[config.mk]
export PLATFORM = sky130hd
export DESIGN_NAME = uart_rx_ctrl
export DESIGN_NICKNAME = d
export VERILOG_FILES = /design/src/rtl/uart_rx_ctrl.sv
export SDC_FILE = /design/constraint.sdc
export NUM_CORES = 1
export LEC_CHECK = 0
export ABC_AREA = 1
export BUFFER_PORTS_ARGS = -buffer_cell sky130_fd_sc_hd__buf_2
export CELL_PAD_IN_SITES_DETAIL_PLACEMENT = 1
export CELL_PAD_IN_SITES_GLOBAL_PLACEMENT = 1
export CORE_MARGIN = 2
export CORE_UTILIZATION = 46
export DETAILED_ROUTE_END_ITERATION = 8
export GPL_ROUTABILITY_DRIVEN = 0
export GPL_TIMING_DRIVEN = 1
export PLACE_DENSITY = 0.85
export SLEW_MARGIN = 20
export SYNTH_ARGS = -nofsm -noshare
export SYNTH_HDL_FRONTEND = slang
export SYNTH_SLANG_ARGS = --single-unit
[constraint.sdc]
create_clock -name CLK -period 3.2 [get_ports CLK]
set_clock_uncertainty 0.05 [all_clocks]
set_input_delay 0.48 -clock CLK [delete_from_list [all_inputs] [get_ports CLK]]
set_output_delay 0.48 -clock CLK [all_outputs]
set_load 0.005 [all_outputs]
[src/rtl/uart_rx_ctrl.sv]
// rtl/uart_rx_ctrl.sv - UART receiver configuration shadowing, byte FIFO and error status
// Config writes wait until the line has been idle for 12 bit times before reaching the receiver.
module uart_rx_ctrl #(
   parameter int          DEPTH        = 4,
   parameter logic [5:0]  RST_PRESCALE = 6'd8,
   parameter logic        RST_PAR_EN   = 1'b1,
   parameter logic        RST_PAR_TYP  = 1'b0,
   parameter int          ERR_CNT_W    = 8
) (
   input  logic                     CLK,
   input  logic                     RSTn,
   input  logic                     cfg_wr,
   input  logic                     cfg_par_en,
   input  logic                     cfg_par_typ,
   input  logic [5:0]               cfg_prescale,
   output logic                     cfg_busy,
   input  logic                     rx_line,
   output logic                     rx_par_en,
   output logic                     rx_par_typ,
   output logic [5:0]               rx_prescale,
   input  logic [7:0]               rx_data,
   input  logic                     rx_data_vld,
   input  logic                     rx_par_err,
   input  logic                     rx_stp_err,
   input  logic                     rx_str_err,
   output logic [7:0]               m_data,
   output logic                     m_valid,
   input  logic                     m_ready,
   output logic [$clog2(DEPTH):0]   fifo_level,
   output logic                     ovf,
   output logic [ERR_CNT_W-1:0]     err_cnt,
   input  logic                     clr_stat
);

   localparam int AW = $clog2(DEPTH);

   typedef enum logic [1:0] {
      S_RUN   = 2'd0,
      S_PEND  = 2'd1,
      S_APPLY = 2'd2
   } state_t;

   state_t      state;
   state_t      state_nxt;
   logic        shd_ld;
   logic        apply;
   logic        shd_par_en;
   logic        shd_par_typ;
   logic [5:0]  shd_prescale;
   logic [9:0]  idle_cnt;
   logic [9:0]  idle_lim;
   logic        idle_ok;

   // A full frame is at most 12 bits, so 12 bit times of high line means nothing is in flight.
   assign idle_lim = 10'(rx_prescale) * 10'd12;
   assign idle_ok  = (idle_cnt >= idle_lim);
   assign cfg_busy = (state != S_RUN);

   always_comb begin
      state_nxt = state;
      shd_ld    = 1'b0;
      apply     = 1'b0;
      case (state)
         S_RUN: begin
            if (cfg_wr) begin
               shd_ld    = 1'b1;
               state_nxt = S_PEND;
            end
         end
         S_PEND: begin
            if (cfg_wr) begin
               shd_ld = 1'b1;
            end else if (idle_ok) begin
               state_nxt = S_APPLY;
            end
         end
         S_APPLY: begin
            apply     = 1'b1;
            state_nxt = S_RUN;
         end
         default: state_nxt = S_RUN;
      endcase
   end

   always_ff @(posedge CLK) begin
      if (!RSTn) begin
         state        <= S_RUN;
         shd_par_en   <= RST_PAR_EN;
         shd_par_typ  <= RST_PAR_TYP;
         shd_prescale <= RST_PRESCALE;
         rx_par_en    <= RST_PAR_EN;
         rx_par_typ   <= RST_PAR_TYP;
         rx_prescale  <= RST_PRESCALE;
      end else begin
         state <= state_nxt;
         if (shd_ld) begin
            shd_par_en   <= cfg_par_en;
            shd_par_typ  <= cfg_par_typ;
            shd_prescale <= cfg_prescale;
         end
         if (apply) begin
            rx_par_en   <= shd_par_en;
            rx_par_typ  <= shd_par_typ;
            rx_prescale <= shd_prescale;
         end
      end
   end

   always_ff @(posedge CLK) begin
      if (!RSTn || !rx_line || apply) begin
         idle_cnt <= '0;
      end else if (idle_cnt != '1) begin
         idle_cnt <= idle_cnt + 10'd1;
      end
   end

   logic [7:0]    mem [DEPTH];
   logic [AW-1:0] wr_ptr;
   logic [AW-1:0] rd_ptr;
   logic          full;
   logic          pop;
   logic          push_ok;
   logic          drop;

   assign m_valid = (fifo_level != '0);
   assign m_data  = mem[rd_ptr];
   assign full    = (fifo_level == (AW+1)'(DEPTH));
   assign pop     = m_valid & m_ready;
   // A pop in the same cycle frees the slot, so a push into a full FIFO still lands.
   assign push_ok = rx_data_vld & (~full | pop);
   assign drop    = rx_data_vld & full & ~pop;

   always_ff @(posedge CLK) begin
      if (!RSTn) begin
         for (int i = 0; i < DEPTH; i++) begin
            mem[i] <= 8'h00;
         end
         wr_ptr     <= '0;
         rd_ptr     <= '0;
         fifo_level <= '0;
      end else begin
         if (push_ok) begin
            mem[wr_ptr] <= rx_data;
            wr_ptr      <= wr_ptr + 1'b1;
         end
         if (pop) begin
            rd_ptr <= rd_ptr + 1'b1;
         end
         case ({push_ok, pop})
            2'b10:   fifo_level <= fifo_level + 1'b1;
            2'b01:   fifo_level <= fifo_level - 1'b1;
            default: fifo_level <= fifo_level;
         endcase
      end
   end

   logic err_any;
   logic err_q;
   logic err_evt;

   assign err_any = rx_par_err | rx_stp_err | rx_str_err;
   assign err_evt = err_any & ~err_q;

   always_ff @(posedge CLK) begin
      if (!RSTn) begin
         err_q <= 1'b0;
      end else begin
         err_q <= err_any;
      end
   end

   // Clear takes priority over any simultaneous drop or error event.
   always_ff @(posedge CLK) begin
      if (!RSTn || clr_stat) begin
         ovf     <= 1'b0;
         err_cnt <= '0;
      end else begin
         if (drop) begin
            ovf <= 1'b1;
         end
         if (err_evt && (err_cnt != '1)) begin
            err_cnt <= err_cnt + 1'b1;
         end
      end
   end

endmodule

# Yosys cells after proc, flatten, opt, wreduce, memory -nomap -nowiden
# Memories as Yosys holds them, arrays and structs flattened. A register that Yosys moved wholly into a read port is not among the register bits.
# Index checks and enable logic that the tools add are counted.
# op_classes
n_addsub,6
mul,1
n_lt_le_gt_ge,1
eq_ne,10
n_mux,17
bitwise_logic,11
n_reduce_logical,13
# op_table
cell,count
$mux W2,6
$add A10 B1 Y10 const B,1
$ge A10 B10 Y1,1
$ne A10 B10 Y1 const B,1
$add A8 B1 Y8 const B,1
$mul A6 B2 Y8 const B,1
$mux W1,8
$mux W8,1
$ne A8 B8 Y1 const B,1
$reduce_or A8 Y1,1
$ne A2 B2 Y1 const B,3
$pmux W3 S2,1
$and A1 B1 Y1,5
$add A2 B1 Y2 const B,2
$eq A2 B1 Y1 const B,2
$eq A2 B2 Y1 const B,2
$pmux W2 S2,1
$reduce_bool A2 Y1,2
$add A3 B1 Y3 const B,1
$eq A3 B3 Y1 const B,1
$logic_or A1 B1 Y1,3
$not A1 Y1,3
$or A1 B1 Y1,3
$reduce_and A3 Y1,1
6 further kinds,7
# totals
reg_bits,45
ramBits,32
inputBits,26
out_inout_bits,30
word_cells,74
mem_count,1
# mem_list
memory,depth,width,read_ports,rd_ports_with_merged_regs,write_ports,line_no,rtl
mem,4,8,1,1,4,117,logic [7:0] mem [DEPTH];

# Depth between registers and ports, before layout
# depth
ltp_word,9
mapped_depth,13
depth_no_buf,13

# Worst setup path before layout
# No wires, ideal clock.
# synth_timing
path_kind,reg-to-reg
from,register rx_prescale[1]
to,register state[1]
setup_ps,124
arrival_ps,2029
t_required_ps,3026
setup_slack_ps,997
stages_incl_launch_ff,12
n_path_buf,0
synth_period_minus_slack_ps,2203
path_cell_list,dfxtp_1 -> ha_1 -> inv_1 -> fa_1 -> nor2_1 -> a211oi_1 -> xor2_1 -> ha_1 -> a21oi_1 -> nor2_1 -> nor3_1 -> a21oi_1
# synth_between
elab_chain_len,4
# synth_rtl
element,line_no,rtl
from (decl),20,"output logic [5:0] rx_prescale,"
from (signal assigned),104,rx_prescale <= shd_prescale;
$mul A6 B2 Y8,55,assign idle_lim = 10'(rx_prescale) * 10'd12;
$ge A10 B10 Y1,56,assign idle_ok = (idle_cnt >= idle_lim);
$ne A2 B2 Y1 (no source line),-,
$reduce_and A3 Y1 (no source line),-,
to (signal assigned),95,state <= state_nxt;
to (decl),43,state_t state;
# Every way passes these cells.
# A chain may end at the register's enable or synchronous reset.

# Worst setup path in the final report
# layout_timing
from,register rx_prescale[0]
to,register state[1]
# The elaborated chain is that of the path after synthesis.

==> results by stage <==
Status:
- The flow ran to the end, and the final reports show no timing, DRC or antenna violations.

Route:
- In this run the remaining antenna-violating nets after routing total 0.
- The total number of vias is approximately 3.4k.
- The count of routing violations after the opening detailed-route iteration is 93.
- Dividing the detail-routed via count by the number of cells gives a little over 5.
- The pre-antenna-repair detailed-routing pass consisted of 4 iterations.
- The total wire length is 9867 um.
- The detailed-route wire length per cell is 14.95 um.
- For this run, design rule violations remaining after detail routing come to 0.

Floorplanning:
- The x dimension of the die is a little under 100 um.
- The floorplan step defined a core boundary enclosing around 8600 um^2.
- The number of top-level pins is 56.
- The initial standard-cell utilization of the core is 0.4669.
- The area of the die is around 9500 um^2.
- In this run the vertical extent of the chip is 97.40 um.
- In this run the core area contains 34 standard-cell rows.

STA:
- The final number of setup-violating endpoints is 0.
- Setup repair after global routing left no endpoint under its margin.
- The portion of the clock cycle consumed by the worst path in the final layout is 0.7884.
- For the pin with the worst max-slew slack, the measured transition is 0.4945 ns.
- The final count of hold timing violations is 0.
- The relative slew slack is 0.6700.
- The minimum period implied by the final worst setup slack is between 2 and 3 ns.
- In the final timing run, aggregate negative setup slack is 0 ns.
- For this run, the top clock speed supported by timing is 396.4 MHz.
- The total count of max-transition violations in the final report is 0.
- The post-route worst setup slack is a little under 0.7 ns.

Pwr:
- The portion of total power attributed to sequential cells is 0.504.
- The static leakage power is around 2.1 nW.
- The switching part of the total power is 0.2944.
- Of the total power, the clock network draws 0.345.
- Of the total power, combinational logic draws 0.151.
- The internal power is between 1.5 and 2 mW.
- In this run the power spent charging and discharging nets is between 0.6 and 0.7 mW.
- The maximum ir drop on the vdd rail is ~0.28 mV.
- The power per cell area is slightly below 500 nW/um^2.

Clocking:
- After clock tree synthesis, the clock-pin slew on the worst setup and hold paths is roughly 0.09 ns.
- The count of hold-fix buffers inserted at cts is 0.
- The cell chosen for the clock root is sky130_fd_sc_hd__clkbuf_8.
- The number of clock sinks is 79.
- TritonCTS created 9 clock buffers.
- The clock passes through at most 2 buffers.
- In this run, post-CTS repair resized a total of 0 instances.
- Clock latency on the worst-skew pair, taken at its later pin, is around 0.35 ns.
- The CTS tree is yes.
- In this run the post-CTS setup repair buffer count came out at 0.
- CTS built an H-tree with a depth of 3.

Worst setup path:
- The reg2reg setup slack is just under 0.7 ns.
- The launching element of the worst setup path is rx_prescale[0]$_SDFFE_PN0P_.
- At the worst endpoint, the required time is roughly 3.4 ns.
- The maximum fanout encountered on the critical timing path is 4.
- The source of the worst register-to-register timing path is rx_prescale[0]$_SDFFE_PN0P_.
- The data arrival time of the worst path is ~2.7 ns.
- STA classifies the critical path startpoint as a register.
- The endpoint class of the critical path is a register.
- The type of the worst setup path is register to register.

Cells and area:
- The number of nets in the finished design is just under 600.
- Fill cells in the final layout number 1080.
- The repair_antennas step left the layout with diodes totalling 0.
- The number of cells in the finished layout apart from fillers is 660.
- Relative to the synthesized area, the layout overhead comes to 15.72%.
- Of the cells placed in the final design, the portion with a size suffix greater than 1 is 0.2011.

GRT:
- The via count of the first global-routing pass came to 3689.
- The first global-routing pass estimated roughly 17000 um of wire.
- The initial antenna violation count is 0.
- In the global route stage, overall resource usage came out at 0.2206.
- The total overflow left after global routing is 0.
- Entering global routing, the biggest net connects 29 pins.

Place:
- Input and output buffers added on the ports amount to between 50 and 60.
- The setup slack after placement is between 0.6 and 0.7 ns.
- The HPWL reported at the end of detailed placement is about 7300 um.
- After detailed placement, the design holds a cell count of approximately 640.

Logic synthesis:
- For this run, the register share of the synthesized area comes to 0.4740.
- The leading area contributor after synthesis is sky130_fd_sc_hd__edfxtp_1.
- The average instance in the mapped netlist occupies 8.342 um^2.
- The number of warnings reported in the yosys synthesis log is 0.
- Of the post-synthesis cell area, the dominant cell type holds 0.2395.
- The instance count of the mapped netlist is about 480.
- Sorting the synthesized cells by area gives the leading types as sky130_fd_sc_hd__edfxtp_1 24%, sky130_fd_sc_hd__dfxtp_1 23%, sky130_fd_sc_hd__nor2_1 7.8%.
- The net count after synthesis is between 500 and 600.
- In this run, distinct cell masters in the synthesized netlist total 35.
- The flip-flop cell with the highest count after synthesis is sky130_fd_sc_hd__dfxtp_1.
- Yosys mapped a number of flops with a built-in enable equal to 32.
- The async set or reset register ratio after synthesis is 0.
- The total of flip-flops plus latches after synthesis is 79.
- The mapped netlist covers 4013 um^2.

Worst hold path:
- The min-delay analysis places its worst path in the category input port to register.
- The hold path startpoint is cfg_par_en.

Job:
- The number of maximum-capacitance constraint violations is 0.
[registers in the layout, indices dropped and copies added, names as in the netlist, named ones only]
| name | count |
|---|---|
| mem | 32 |
| err_q | 1 |
| rx_par_en | 1 |
| shd_par_en | 1 |
| shd_par_typ | 1 |
| rd_ptr | 2 |
| rx_prescale | 6 |
| rx_par_typ | 1 |
| ovf | 1 |
| err_cnt | 8 |
| idle_cnt | 10 |
| fifo_level | 3 |
| state | 2 |
| wr_ptr | 2 |
| shd_prescale | 6 |
[per-layer routing]
layer	routed length (um)	GRT usage	up-vias
met5	0	0	-
met4	217	0.09402	0
met3	342	0.02950	17
met2	4920	0.3883	67
met1	4387	0.2707	1641
li1	-	-	1698
[through the flow]
stage               hold slack, ns  power, mW  utilization  cell area [um^2]
CTS                         0.2707      2.278       0.5403              4643
global placement            0.3925      1.489       0.5167              4441
global route                0.3063      2.372       0.5403              4643
finish                      0.2843      2.265       0.5403              4643
detailed placement          0.4047      1.509       0.5167              4441
floorplan                   0.3792      1.374            -              4013
[placed cells by master, fill, tap and decap left out, types with 6 or more instances in the layout]
cell type                  instances
sky130_fd_sc_hd__nand4_1          10
sky130_fd_sc_hd__nand2_1          73
sky130_fd_sc_hd__o22ai_1           8
sky130_fd_sc_hd__nor2_1           83
sky130_fd_sc_hd__nor2_4           11
sky130_fd_sc_hd__a21oi_1          22
sky130_fd_sc_hd__dfxtp_1          47
sky130_fd_sc_hd__inv_1            63
sky130_fd_sc_hd__edfxtp_1         32
sky130_fd_sc_hd__clkbuf_8          9
sky130_fd_sc_hd__buf_4             6
sky130_fd_sc_hd__nand3_1          22
sky130_fd_sc_hd__o21ai_0          41
sky130_fd_sc_hd__inv_2             9
sky130_fd_sc_hd__buf_2            55
sky130_fd_sc_hd__ha_1             17
[logic make-up after synthesis]
kind of cell,synth area share
simple gates,0.2541
buf+inv,0.08107
compound gates,0.1104
flops,0.4740
fa+ha+maj,0.06299
xor+xnor,0.01746
[critical path: stages, from the launching register on]
cell                       delay (ns)
sky130_fd_sc_hd__dfxtp_1         0.39
sky130_fd_sc_hd__ha_1            0.22
sky130_fd_sc_hd__inv_1           0.07
sky130_fd_sc_hd__fa_1            0.40
sky130_fd_sc_hd__nor2_1          0.14
sky130_fd_sc_hd__a211oi_1        0.08
sky130_fd_sc_hd__xor2_1          0.17
sky130_fd_sc_hd__ha_1            0.33
sky130_fd_sc_hd__a21oi_1         0.19
sky130_fd_sc_hd__nor2_1          0.07
sky130_fd_sc_hd__nor3_1          0.19
sky130_fd_sc_hd__a21oi_1         0.11
[layout make-up]
class | count | area (um^2) | area share
Sequential cell | 79 | 1902 | 0.4096
Multi-Input combinational cell | 320 | 1785 | 0.3845
Timing Repair Buffer | 61 | 320.3 | 0.06898
Inverter | 76 | 297.8 | 0.06413
Tap cell | 108 | 135.1 | 0.02910
Clock buffer | 9 | 123.9 | 0.02668
Clock inverter | 7 | 78.83 | 0.01698
[path summary, 6_finish.rpt]
check / endpoint / cells past startpoint
worst max register to register: state[1]$_SDFFE_PN0P_ / 11
worst max-delay path: state[1]$_SDFFE_PN0P_ / 11
worst min-delay path: shd_par_en$_SDFFE_PN1P_ / 3
worst min register to register: ovf$_SDFFE_PP0P_ / 1
[synthesized netlist by cell type (2+ instances only)]
master / count
sky130_fd_sc_hd__a21oi_1: 22
sky130_fd_sc_hd__a31oi_1: 5
sky130_fd_sc_hd__buf_2: 4
sky130_fd_sc_hd__clkbuf_1: 2
sky130_fd_sc_hd__clkinv_1: 2
sky130_fd_sc_hd__dfxtp_1: 47
sky130_fd_sc_hd__edfxtp_1: 32
sky130_fd_sc_hd__fa_1: 2
sky130_fd_sc_hd__ha_1: 17
sky130_fd_sc_hd__inv_1: 63
sky130_fd_sc_hd__inv_2: 9
sky130_fd_sc_hd__nand2_1: 73
sky130_fd_sc_hd__nand3_1: 22
sky130_fd_sc_hd__nand3_2: 2
sky130_fd_sc_hd__nand3_4: 2
sky130_fd_sc_hd__nand4_1: 10
sky130_fd_sc_hd__nor2_1: 83
sky130_fd_sc_hd__nor2_2: 2
sky130_fd_sc_hd__nor2_4: 11
sky130_fd_sc_hd__nor3_1: 2
sky130_fd_sc_hd__o21ai_0: 41
sky130_fd_sc_hd__o22ai_1: 8
sky130_fd_sc_hd__or2_2: 2
sky130_fd_sc_hd__xnor2_1: 3
sky130_fd_sc_hd__xor2_1: 5
[power groups by stage]
stage / clock network [mW] / registers, mW / logic [mW]
4_1_cts: 0.789 / 1.14 / 0.346
2_1_floorplan: 0 / 1.16 / 0.214
3_5_place_dp: 0 / 1.17 / 0.344
3_3_place_gp: 0 / 1.16 / 0.327
6_report: 0.781 / 1.14 / 0.341
5_1_grt: 0.836 / 1.15 / 0.386
(Power assumes the default switching activity.)
